===== config.mk =====
export PLATFORM = sky130hd
export DESIGN_NAME = text_overlay_sched
export DESIGN_NICKNAME = d
export VERILOG_FILES = /design/src/rtl/text_overlay_sched.sv
export SDC_FILE = /design/constraint.sdc
export NUM_CORES = 1
export LEC_CHECK = 0
export BUFFER_PORTS_ARGS = -buffer_cell sky130_fd_sc_hd__buf_2
export CORE_MARGIN = 2
export CORE_UTILIZATION = 45
export CTS_CLUSTER_DIAMETER = 50
export DETAILED_ROUTE_END_ITERATION = 12
export HOLD_SLACK_MARGIN = 0.15
export PLACE_DENSITY = 0.74
export SETUP_SLACK_MARGIN = 0.5
export SLEW_MARGIN = 30
export SYNTH_ARGS = -nofsm -noshare
export SYNTH_HDL_FRONTEND = slang
export SYNTH_SLANG_ARGS = --single-unit

===== constraint.sdc =====
create_clock -name clk -period 6.5 [get_ports clk]
set_input_delay 1.95 -clock clk [delete_from_list [all_inputs] [get_ports clk]]
set_output_delay 1.95 -clock clk [all_outputs]
set_load 0.01 [all_outputs]

===== src/rtl/text_overlay_sched.sv =====
// text_overlay_sched
//   Per-scanline scheduler for the 8x8 glyph dot stage of the text overlay.
//   It follows the beam against a fixed text window and prefetches each
//   character one column ahead. The character code comes from the text
//   buffer, then the 64-bit bitmap comes from the font ROM. The bitmap, glyph
//   column and glyph row are delivered in step with the dot stage's 2-cycle
//   pipeline.
//
// Ports
//   clk, rst         pixel clock, synchronous active-high reset
//   pix_valid        active video (pix_x advances by 1 per cycle while high)
//   pix_x, pix_y     current pixel column / scanline
//   text_addr        text buffer read address (row*COLS+col)
//   text_code        text buffer data, valid 1 cycle after text_addr
//   font_req         one-cycle font ROM read strobe
//   font_code        glyph index for the ROM read
//   font_bits        glyph bitmap, valid ROM_LAT cycles after font_req
//   char_h, char_v   glyph column / row to the dot stage
//   char_out         glyph bitmap to the dot stage (0 outside the window)
//   ovl_valid        dot stage output lies inside the window
//   err_miss         pulse: column boundary reached without a fetched bitmap
module text_overlay_sched #(
  parameter int X0      = 64,
  parameter int Y0      = 32,
  parameter int COLS    = 16,
  parameter int ROWS    = 4,
  parameter int AW      = 6,
  parameter int ROM_LAT = 2
) (
  input  logic          clk,
  input  logic          rst,
  input  logic          pix_valid,
  input  logic [10:0]   pix_x,
  input  logic [10:0]   pix_y,
  output logic [AW-1:0] text_addr,
  input  logic [7:0]    text_code,
  output logic          font_req,
  output logic [7:0]    font_code,
  input  logic [63:0]   font_bits,
  output logic [2:0]    char_h,
  output logic [2:0]    char_v,
  output logic [63:0]   char_out,
  output logic          ovl_valid,
  output logic          err_miss
);

  // Window bounds are widened to 12 bits so that the upper edges cannot wrap.
  localparam logic [11:0]   X_LO   = 12'(X0);
  localparam logic [11:0]   X_HI   = 12'(X0 + 8*COLS);
  localparam logic [11:0]   T_LO   = 12'(X0 - 8);
  localparam logic [11:0]   T_SPAN = 12'(8*COLS);
  localparam logic [11:0]   Y_LO   = 12'(Y0);
  localparam logic [11:0]   Y_HI   = 12'(Y0 + 8*ROWS);
  localparam logic [10:0]   Y0_11  = 11'(Y0);
  localparam logic [2:0]    X0_LO  = 3'(X0);
  localparam logic [2:0]    LAT    = 3'(ROM_LAT);
  localparam logic [AW-1:0] COLS_A = AW'(COLS);

  // S_ADDR covers the cycle in which text_addr is on the bus and the text
  // buffer has not yet answered. The code is captured in S_CODE.
  typedef enum logic [2:0] {S_IDLE, S_ADDR, S_CODE, S_REQ, S_WAIT} state_t;

  state_t        state_q, state_d;
  logic [AW-1:0] text_addr_q, text_addr_d;
  logic [7:0]    code_q, code_d;
  logic [2:0]    cnt_q, cnt_d;
  logic [63:0]   next_bits_q, next_bits_d;
  logic          next_valid_q, next_valid_d;
  logic [63:0]   cur_bits_q, cur_bits_d;
  logic          err_miss_q, err_miss_d;
  logic [2:0]    char_h_q, char_h_d;
  logic [2:0]    char_v_q, char_v_d;
  logic          d1_q, d1_d;
  logic [63:0]   char_out_q, char_out_d;
  logic          d2_q, d2_d;
  logic          ovl_q, ovl_d;

  logic [11:0] px, py, trel;
  logic [10:0] rel_y;
  logic [2:0]  rel_x_lo;
  logic        in_x, in_y, in_win, trig, boundary, latch;

  always_comb begin
    px       = {1'b0, pix_x};
    py       = {1'b0, pix_y};
    in_x     = (px >= X_LO) && (px < X_HI);
    in_y     = (py >= Y_LO) && (py < Y_HI);
    in_win   = pix_valid && in_x && in_y;
    rel_x_lo = pix_x[2:0] - X0_LO;
    rel_y    = pix_y - Y0_11;
    // Column k is fetched while the beam sits at X0+8k-8, one column early.
    trel     = px - T_LO;
    trig     = pix_valid && in_y && (px >= T_LO) && (trel < T_SPAN) &&
               (trel[2:0] == 3'd0);
    boundary = in_win && (rel_x_lo == 3'd0);
    latch    = (state_q == S_WAIT) && (cnt_q == 3'd1);
  end

  // Fetch FSM plus the current/next bitmap handoff.
  always_comb begin
    state_d      = state_q;
    text_addr_d  = text_addr_q;
    code_d       = code_q;
    cnt_d        = cnt_q;
    next_bits_d  = next_bits_q;
    next_valid_d = next_valid_q;
    cur_bits_d   = cur_bits_q;
    err_miss_d   = 1'b0;
    font_req     = 1'b0;

    case (state_q)
      S_IDLE: begin
        if (trig) begin
          text_addr_d = AW'(rel_y[10:3]) * COLS_A + AW'(trel[11:3]);
          state_d     = S_ADDR;
        end
      end
      S_ADDR: state_d = S_CODE;
      S_CODE: begin
        code_d  = text_code;
        state_d = S_REQ;
      end
      S_REQ: begin
        font_req = 1'b1;
        cnt_d    = LAT;
        state_d  = S_WAIT;
      end
      S_WAIT: begin
        // The counter reaches 1 in the cycle that font_bits becomes valid.
        if (cnt_q == 3'd1) begin
          state_d = S_IDLE;
        end else begin
          cnt_d = cnt_q - 3'd1;
        end
      end
      default: state_d = S_IDLE;
    endcase

    if (boundary) begin
      if (latch) begin
        // The bitmap arrives on the boundary edge itself, so it goes
        // straight into cur_bits.
        cur_bits_d = font_bits;
      end else if (next_valid_q) begin
        cur_bits_d   = next_bits_q;
        next_valid_d = 1'b0;
      end else begin
        cur_bits_d = 64'd0;
        err_miss_d = 1'b1;
      end
    end else if (latch) begin
      next_bits_d  = font_bits;
      next_valid_d = 1'b1;
    end
  end

  // Output pipeline aligned with the dot stage.
  always_comb begin
    char_h_d   = rel_x_lo;
    char_v_d   = rel_y[2:0];
    d1_d       = in_win;
    char_out_d = d1_q ? cur_bits_q : 64'd0;
    d2_d       = d1_q;
    ovl_d      = d2_q;
  end

  always_ff @(posedge clk) begin
    if (rst) begin
      state_q      <= S_IDLE;
      text_addr_q  <= '0;
      code_q       <= 8'd0;
      cnt_q        <= 3'd0;
      next_bits_q  <= 64'd0;
      next_valid_q <= 1'b0;
      cur_bits_q   <= 64'd0;
      err_miss_q   <= 1'b0;
      char_h_q     <= 3'd0;
      char_v_q     <= 3'd0;
      d1_q         <= 1'b0;
      char_out_q   <= 64'd0;
      d2_q         <= 1'b0;
      ovl_q        <= 1'b0;
    end else begin
      state_q      <= state_d;
      text_addr_q  <= text_addr_d;
      code_q       <= code_d;
      cnt_q        <= cnt_d;
      next_bits_q  <= next_bits_d;
      next_valid_q <= next_valid_d;
      cur_bits_q   <= cur_bits_d;
      err_miss_q   <= err_miss_d;
      char_h_q     <= char_h_d;
      char_v_q     <= char_v_d;
      d1_q         <= d1_d;
      char_out_q   <= char_out_d;
      d2_q         <= d2_d;
      ovl_q        <= ovl_d;
    end
  end

  assign text_addr = text_addr_q;
  assign font_code = code_q;
  assign char_h    = char_h_q;
  assign char_v    = char_v_q;
  assign char_out  = char_out_q;
  assign ovl_valid = ovl_q;
  assign err_miss  = err_miss_q;

endmodule


After elaboration in Yosys (flattened, before gate mapping)
Cells that the tools add are included.
{ "word_totals": {"ff_bits": 223, "input_bits": 97, "word_cells": 69} }
{ "op_classes": {"n_addsub": 4, "magnitude_cmp": 6, "n_eq_ne": 9, "muxes": 12, "bitwise": 2, "reduce_logical": 22} }
{ "op_table": {"columns": ["cell", "count"], "rows": [
  ["two-way mux 64 bit", 2],
  ["greater-or-equal comparator 11 x 6 -> 1 bit (second input constant)", 2],
  ["case mux 3 bit (5 select lines)", 1],
  ["< comparator 12 x 8 -> 1 bit (second input constant)", 1],
  ["subtractor 11 x 6 -> 12 bit (second input constant)", 1],
  ["greater-or-equal comparator 11 x 7 -> 1 bit (second input constant)", 1],
  ["< comparator 11 x 7 -> 1 bit (second input constant)", 1],
  ["< comparator 11 x 8 -> 1 bit (second input constant)", 1],
  ["logical AND 1 bit", 10],
  ["AND reduction 2 bit", 5],
  ["logical NOT 3 bit", 3],
  ["two-way mux 3 bit", 3],
  ["adder 6 bit", 1],
  ["equality test 3 x 1 -> 1 bit (second input constant)", 2],
  ["equality test 3 x 2 -> 1 bit (second input constant)", 2],
  ["!= test 2 bit (second input constant)", 3],
  ["case mux 3 bit (2 select lines)", 1],
  ["two-way mux 1 bit", 5],
  ["subtractor 5 x 1 -> 5 bit (second input constant)", 1],
  ["nonzero test 2 bit", 2],
  ["equality test 3 bit (second input constant)", 1],
  ["OR reduction 3 bit", 1],
  ["subtractor 3 x 1 -> 3 bit (second input constant)", 1],
  ["!= test 2 x 1 -> 1 bit (second input constant)", 1],
  ["other kinds (2)", 3]
]} }

Logic depth before layout (Yosys ltp)
Gate-level depths: netlist of run 1.
{ "logic_depth": {"word_depth": 8, "ltp_mapped": 11} }

Worst setup path before layout of run 1
Ideal clock, no wire load.
{ "synth_timing": {"path_kind": "input port to flip-flop", "start": "in pix_y[6]", "end": "reg next_bits_q[10]", "setup_time_ps": 128, "arrival_ps": 4344, "required_time_ps": 6372, "path_slack_ps": 2028, "stages": 11, "n_path_buf": 4, "cell_sequence": "or4_4 -> nor4_4 -> and2_1 -> buf_4 -> buf_2 -> inv_1 -> ha_1 -> clkbuf_1 -> clkbuf_1 -> mux2i_1 -> nor2_1"} }
{ "synth_via": {"elab_chain_cells": 6, "word_cells_on_any_way": 7} }
{ "synth_rtl": {"columns": ["item", "line", "text"], "rows": [
  ["from (decl)", "34", "input logic [10:0] pix_y,"],
  ["greater-or-equal comparator 11 x 6 -> 1 bit / < comparator 11 x 7 -> 1 bit (equally long branches)", "87", "in_y = (py >= Y_LO) && (py < Y_HI);"],
  ["logical AND 1 bit (*)", "87", null],
  ["logical AND 1 bit (*)", "88", "in_win = pix_valid && in_x && in_y;"],
  ["logical AND 1 bit (*)", "95", "boundary = in_win && (rel_x_lo == 3'd0);"],
  ["inverter 1 bit (no line) (*)", null, null],
  ["AND reduction 2 bit (no line) (*)", null, null],
  ["to (signal assigned)", "188", "next_bits_q <= next_bits_d;"],
  ["to (decl)", "67", "logic [63:0] next_bits_q, next_bits_d;"]
]} }
Every way passes the cells marked *; elsewhere a longest branch is shown, timed or not.
A chain may end at the register's enable or synchronous reset.

Final worst setup path of run 1
{ "layout_timing": {"start": "in pix_y[6]", "end": "reg text_addr_q[0], in the netlist text_addr[0]"} }
{ "layout_via": {"elab_chain_cells": 7, "word_cells_on_any_way": 8} }
{ "layout_rtl": {"columns": ["item", "line", "text"], "rows": [
  ["greater-or-equal comparator 11 x 6 -> 1 bit / < comparator 11 x 7 -> 1 bit (equally long branches)", "87", null],
  ["logical AND 1 bit (*)", "87", null],
  ["logical AND 1 bit (*) (4 in series)", "93", "trig = pix_valid && in_y && (px >= T_LO) && (trel < T_SPAN) &&"],
  ["AND reduction 2 bit (no line) (*)", null, null],
  ["to (signal assigned)", "185", "text_addr_q <= text_addr_d;"],
  ["to (decl)", "64", "logic [AW-1:0] text_addr_q, text_addr_d;"]
]} }
Marks and branches as above.

==> impl_metrics.toml, run 1 <==
[yosys]
synth_seq_cells = 223
syn_nets = 955
syn_avg_cell_area_um2 = 9.63
ys_warn_count = 0
ys.flop_type = "dfxtp_1"
synth_area_um2 = 8210
synth_edf_count = 0
synth_cell_type_count = 33
async_reset_ff_share_pct = 0
yosysSeqAreaShare_pct = 54.3
synth_cells = 853

[power]
clockPowerShare_pct = 50.4
p_seq_share_pct = 46.8
ir_drop_uv = 259
switchingPower_mw = 0.623
power_density_nw_per_um2 = 291
p_int_mw = 2.31
power_mw = 2.93
combPwrFrac_pct = 2.9
p_leak_nw = 3.81
swShare_pct = 21.3

[sta]
layout_setup_ws_ns = 2.64
final.setup_skew_ns = 0.0120
min_period_over_period_pct = 59.4
period_needed_ns = 3.86
slew_headroom_pct = 42.1
setup_viol = 0
fmax_mhz = 259
final.setup.tns_ns = 0
slew_viol_final = 0
hold_viol = 0
worst_pin_slew_ns = 0.869
grt_setup_unrepaired = "no"

[floorplan]
die_y_um = 139
fp.dieW_um = 139
start_util_pct = 45.7
die_area_um2 = 19400
core-area_um2 = 18000
num_rows = 49
ios = 184

[finish]
layout_common_cells = "dfxtp_1, buf_2, nand2_1"
area_growth_pct = 22.6
final_nets = 1100
diodes = 0
drive_gt1_share_pct = 24.5
final_common_cell = "dfxtp_1"
post-route-util_pct = 56.1
fin_cells = 1247
n_fill_cell = 1610

[grt]
grt_max_degree = 87
grt_pass1_vias = 6224
grt_first_pass_wirelength_um = 31400
globalRouteOverflowTotal = 0
antenna_found_initial = 1
grt_usage_pct = 19.5

[run_status]
status = "finished clean"

[worst_setup_path]
end_kind = "flip-flop"
cp_max_fo = 66
critPathBufInv = 2
worstSetupStartpointType = "input port"
arrival_ns = 4.26
crit_type = "in -> reg"
cp_slowest_cell = "buf_4"
r2r_slack_ns = 3.76
cpPeakStageDelay_ns = 0.65
cp.required_ns = 6.90
crit_chain = "buf_2 > or4_4 > nor4_4 > buf_4 > nand4_2 > mux2_2"
crit_family = "simple AND/OR/NAND/NOR gates"

[clock_tree]
clk_root_buffer_cell = "clkbuf_16"
cts_resized = 0
cts_setup_buffers = 0
cts_buffers = 26
hold_buffers = 0
max-clock-path-buffers = 3
cts_tree = "done"
cts_htree_levels = 1
cts.clk_slew.worst_paths_ns = 0.06
clock_latency_ns = 0.52
cts.sinks = 223

[place]
hpwl_um = 11500
dp_slack_ns = 2.06
place.port_buffers = 183
dp.cells = 1199
gp_congestion = 0.788

[route]
drt-initial-drc-count = 327
wirelength_um = 19600
drc = 0
antenna_left = 0
firstDrtPassIters = 4
num_vias = 6568
wl_per_cell_um = 15.7
viasPerCell = 5.27

[worst_hold_path]
hold_class = "reg -> reg"

[run]
drv_cap = 0
## layer usage
layer  track usage [%]  up-vias  wire, um  share of wire, %
li1                  -     3257         -                 -
met1              24.9     3086      8660                44
met3              3.66       42      1100               5.6
met4              6.17        2       471               2.4
met2              33.5      181      9370                48
met5                 0        -        11             0.056
## power by group through the flow
| stage | clock [mW] | sequential [mW] | combinational (mW) |
|---|---|---|---|
| 2_1_floorplan | 0 | 1.40 | 0.0335 |
| 3_3_place_gp | 0 | 1.40 | 0.0840 |
| 3_5_place_dp | 0 | 1.40 | 0.0844 |
| 4_1_cts | 1.50 | 1.37 | 0.0848 |
| 5_1_grt | 1.56 | 1.37 | 0.0922 |
| 6_report | 1.47 | 1.37 | 0.0844 |
## worst reg2reg max path, stage by stage (launching register included)
cell     delay (ns)
dfxtp_1        0.42
nor3b_1        0.48
nand2_2        0.12
inv_2          0.09
ha_4           0.70
buf_4          0.48
mux2i_1        0.25
nor2_1         0.06
## Yosys cell counts (2+ instances only)
master / count / area, um2
dfxtp_1: 223 / 4460
nand2_1: 84 / 315
a21oi_1: 74 / 370
nor2_1: 74 / 278
and2_1: 66 / 413
mux2i_1: 66 / 661
a311oi_1: 65 / 569
nand3_1: 65 / 325
clkbuf_1: 57 / 214
nor2b_1: 13 / 81.3
xnor2_1: 8 / 70.1
buf_2: 7 / 35.0
inv_1: 7 / 26.3
buf_6: 6 / 67.6
ha_1: 5 / 62.6
nand2b_1: 5 / 31.3
mux2_2: 4 / 45.0
a211oi_1: 3 / 22.5
buf_1: 3 / 11.3
nor3_1: 3 / 15.0
buf_4: 2 / 15.0
or3_1: 2 / 12.5
## final timing paths
| path | start | to | cells past startpoint |
|---|---|---|---|
| setup / recovery | pix_y[6] | text_addr[0]$_SDFFE_PP0P_ | 6 |
| hold / removal | cur_bits_q[35]$_SDFFE_PP0P_ | char_out[35]$_SDFF_PP0_ | 1 |
| hold reg to reg | cur_bits_q[35]$_SDFFE_PP0P_ | char_out[35]$_SDFF_PP0_ | 1 |
| setup reg to reg | state_q[2]$_SDFFE_PP0P_ | next_bits_q[4]$_SDFFE_PP0P_ | 7 |
## area by class of cell
type                    count  area [um2]  share of cell area, %
clock buffers              37         763                   7.58
repair buffers            192         986                   9.79
multi-input cells         548        3410                   33.9
well taps                 229         287                   2.85
inverters                   7        26.3                  0.261
clock inverters            11         130                   1.29
flip-flops and latches    223        4470                   44.3
## metrics by stage
stage / cell area, um2 / hold WS [ns]
2_1_floorplan: 8210 / 0.414
3_3_place_gp: 9180 / 0.419
3_5_place_dp: 9180 / 0.441
4_1_cts: 10100 / 0.455
5_1_grt: 10100 / 0.468
6_report: 10100 / 0.451
## cells by family after synthesis
kind of cell | count (synthesis) | share of synthesized area (%)
compound gates | 144 | 11.9
xor+xnor | 8 | 0.853
fa+ha+maj | 5 | 0.762
buf+inv | 82 | 4.49
flops | 223 | 54.3
mux | 70 | 8.59
simple gates | 321 | 19.1
## flip-flops by register name (all words and copies together) (netlist names)
name / count
cnt_q: 3
char_out: 64
next_bits_q: 64
d1_q: 1
ovl_valid: 1
char_h: 3
d2_q: 1
next_valid_q: 1
text_addr: 6
char_v: 3
cur_bits_q: 64
err_miss: 1
state_q: 3
font_code: 8
(Power assumes the default switching activity.)
==> inputs of run 2 (changes only) <==
Clock period 6.5 ns to 4.1 ns, I/O delays scaled along.
==> impl_metrics.toml, run 2 (same netlist as run 1, synthesis figures left out) <==
[route]
drt-initial-drc-count = 369
wl_per_cell_um = 15.7
firstDrtPassIters = 4
antenna_left = 0
wirelength_um = 19500
drc = 0
num_vias = 6510
viasPerCell = 5.24

[grt]
grt_usage_pct = 19.4
grt_pass1_vias = 6211
antenna_found_initial = 1
grt_first_pass_wirelength_um = 31500
grt_max_degree = 68
globalRouteOverflowTotal = 0

[worst_setup_path]
cp.required_ns = 4.49
crit_type = "in -> reg"
arrival_ns = 3.60
end_kind = "flip-flop"
worstSetupStartpointType = "input port"
cp_max_fo = 66

[place]
hpwl_um = 11600
gp_congestion = 0.780
place.port_buffers = 183
dp.cells = 1200

[sta]
final.setup_skew_ns = 0.0163
setup_viol = 0
fmax_mhz = 312
grt_setup_unrepaired = "no"
min_period_over_period_pct = 78.3
slew_headroom_pct = 47.4
worst_pin_slew_ns = 0.789
hold_viol = 0
slew_viol_final = 0
period_needed_ns = 3.21
final.setup.tns_ns = 0

[clock_tree]
cts_buffers = 24
clock_latency_ns = 0.51
cts_resized = 0
cts.clk_slew.worst_paths_ns = 0.06
clk_root_buffer_cell = "clkbuf_16"
hold_buffers = 0
max-clock-path-buffers = 3
cts_setup_buffers = 0
cts.sinks = 223
cts_htree_levels = 1
cts_tree = "done"

[run_status]
status = "finished clean"

[finish]
final_nets = 1099
drive_gt1_share_pct = 24.2
area_growth_pct = 22.0
fin_cells = 1243
n_fill_cell = 1619
final_common_cell = "dfxtp_1"
layout_common_cells = "dfxtp_1, buf_2, nand2_1"

[power]
power_density_nw_per_um2 = 450
p_leak_nw = 3.78
ir_drop_uv = 378

[run]
drv_cap = 0

[floorplan]
num_rows = 49
ios = 184
die_area_um2 = 19400
fp.dieW_um = 139
die_y_um = 139
start_util_pct = 45.7
core-area_um2 = 18000

[worst_hold_path]
hold_class = "reg -> reg"
## run 2: per-stage QoR
stage | area, um2 | util [%] | power, mW | hold slack, ns | worst slack, ns
floorplan | 8240 | - | 2.27 | 0.414 | 0.468
global route | 10000 | 55.8 | 4.66 | 0.469 | 0.824
global placement | 9200 | 51.2 | 2.35 | 0.415 | 0.428
detailed placement | 9200 | 51.2 | 2.35 | 0.438 | 0.385
CTS | 10000 | 55.8 | 4.55 | 0.451 | 0.902
finish | 10000 | 55.8 | 4.51 | 0.448 | 0.890
## run 2: path summary, 6_finish.rpt
| path | to | slack, ns | startpoint | depth (start not counted) |
|---|---|---|---|---|
| min reg2reg | ovl_valid$_SDFF_PP0_ | 0.45 | d2_q$_SDFF_PP0_ | 1 |
| max | text_addr[5]$_SDFFE_PP0P_ | 0.89 | pix_y[6] | 6 |
| min | ovl_valid$_SDFF_PP0_ | 0.45 | d2_q$_SDFF_PP0_ | 1 |
| max reg2reg | next_bits_q[24]$_SDFFE_PP0P_ | 1.65 | state_q[2]$_SDFFE_PP0P_ | 7 |
## run 2: layer usage
| layer | up-vias | wire length [um] | global-route usage (%) |
|---|---|---|---|
| li1 | 3255 | - | - |
| met1 | 3054 | 8400 | 23.6 |
| met2 | 171 | 9580 | 34.5 |
| met3 | 30 | 1090 | 3.83 |
| met4 | 0 | 416 | 6.11 |
| met5 | - | 0 | 0 |
## run 2: worst max-delay path, stage by stage
cell	delay, ns
buf_2	0.11
or4_4	0.55
nor4_4	0.28
buf_4	0.67
nand4_2	0.38
mux2_2	0.37
## run 2: layout make-up
type,count,area [um2],share of cell area [%]
Tap cell,229,287,2.86
Sequential cell,223,4470,44.6
Inverter,7,26.3,0.262
Timing Repair Buffer,193,1010,10.0
Clock inverter,11,149,1.49
Multi-Input combinational cell,548,3410,34.1
Antenna cell,1,2.50,0.0250
Clock buffer,31,668,6.67
## run 2: power by group
group | internal [mW] | total [mW] | switching (mW)
Sequential | 2.17 | 2.17 | 0.000633
Combinational | 0.0510 | 0.134 | 0.0834
Clock | 1.34 | 2.20 | 0.860
==> inputs of run 3 (changes only) <==
Clock period 4.1 ns to 3.2 ns, I/O delays scaled along.
==> impl_metrics.toml, run 3 (same netlist as run 1, synthesis figures left out) <==
[grt]
globalRouteOverflowTotal = 0
grt_pass1_vias = 6194
grt_max_degree = 67
grt_first_pass_wirelength_um = 31400
antenna_found_initial = 1
grt_usage_pct = 19.3

[floorplan]
core-area_um2 = 18000
die_y_um = 139
die_area_um2 = 19400
fp.dieW_um = 139
start_util_pct = 45.7
ios = 184
num_rows = 49

[route]
drc = 0
firstDrtPassIters = 4
wirelength_um = 19400
drt-initial-drc-count = 390
antenna_left = 0
wl_per_cell_um = 15.5
num_vias = 6596
viasPerCell = 5.27

[finish]
fin_cells = 1251
register_area_um2 = 4470
multi_input_area_um2 = 3410
drive_gt1_share_pct = 25.0
layout_common_cells = "dfxtp_1, buf_2, nand2_1"
area_growth_pct = 23.0
final_nets = 1104
n_fill_cell = 1639
postLayoutCellArea_um2 = 10100
post-route-util_pct = 56.2
final_common_cell = "dfxtp_1"

[place]
hpwl_um = 11900
place_area_um2 = 9260
place.port_buffers = 183
gp_congestion = 0.777
dp_slack_ns = 0.112
dp.cells = 1204

[worst_setup_path]
arrival_ns = 2.91
crit_chain = "buf_2 > or4_4 > nor4_4 > and2_4 > inv_4 > ha_4 > buf_4 > mux2i_1 > nor2_1"
cp.required_ns = 3.57
cp_max_fo = 18
cpPeakStageDelay_ns = 0.55
end_kind = "flip-flop"
worstSetupStartpointType = "input port"
crit_type = "in -> reg"
cp_slowest_cell = "or4_4"

[sta]
worst_pin_slew_ns = 0.744
slew_headroom_pct = 50.4
grt_setup_unrepaired = "no"
final.setup.tns_ns = 0
slew_viol_final = 0
hold_viol = 0
period_needed_ns = 2.54
worst_hold_slack_ns = 0.439
layout_setup_ws_ns = 0.660
setup_viol = 0
min_period_over_period_pct = 79.4
fmax_mhz = 394
final.setup_skew_ns = 0.0108

[worst_hold_path]
hold_class = "reg -> reg"

[clock_tree]
max-clock-path-buffers = 3
cts_setup_buffers = 0
cts.clk_slew.worst_paths_ns = 0.06
cts_tree = "done"
clk_root_buffer_cell = "clkbuf_16"
cts_resized = 0
cts_htree_levels = 1
clock_latency_ns = 0.51
hold_buffers = 0
cts.sinks = 223
cts_buffers = 25

[power]
combPwrFrac_pct = 3.0
p_int_mw = 4.56
switchingPower_mw = 1.22
ir_drop_uv = 352
swShare_pct = 21.2
p_seq_share_pct = 48.0
p_leak_nw = 3.83
clockPowerShare_pct = 48.9
power_mw = 5.79
power_density_nw_per_um2 = 573

[run_status]
status = "finished clean"

[run]
drv_cap = 0
## run 3: final timing paths
check	from	end	slack [ns]	cells after the start
setup / recovery	pix_y[10]	next_bits_q[4]$_SDFFE_PP0P_	0.66	9
setup reg to reg	state_q[2]$_SDFFE_PP0P_	next_bits_q[62]$_SDFFE_PP0P_	0.89	7
hold / removal	d2_q$_SDFF_PP0_	ovl_valid$_SDFF_PP0_	0.44	1
hold reg to reg	d2_q$_SDFF_PP0_	ovl_valid$_SDFF_PP0_	0.44	1
## run 3: power groups by stage
stage | combinational [mW] | sequential (mW) | clock, mW
2_1_floorplan | 0.0682 | 2.84 | 0
3_3_place_gp | 0.172 | 2.84 | 0
3_5_place_dp | 0.174 | 2.84 | 0
4_1_cts | 0.175 | 2.78 | 2.90
5_1_grt | 0.190 | 2.78 | 3.01
6_report | 0.175 | 2.78 | 2.83
## run 3: critical path: cells and delay by family
kind | cells | cell delay (ns)
fa+ha+maj | 1 | 0.15
buf+inv | 3 | 0.36
mux | 1 | 0.20
simple gates | 4 | 1.23
## run 3: area by class of cell
| type | count | area share, % |
|---|---|---|
| Clock buffer | 37 | 7.43 |
| Clock inverter | 9 | 0.904 |
| Multi-Input combinational cell | 548 | 33.8 |
| Timing Repair Buffer | 197 | 10.5 |
| Tap cell | 229 | 2.84 |
| Sequential cell | 223 | 44.2 |
| Antenna cell | 1 | 0.0248 |
| Inverter | 7 | 0.285 |
## run 3: metal layers
layer	wire [um]	vias to the layer above	GRT usage [%]
met4	376	0	5.42
met3	927	31	3.11
met5	0	-	0
met1	8320	3141	24.3
met2	9770	157	34.5
li1	-	3267	-
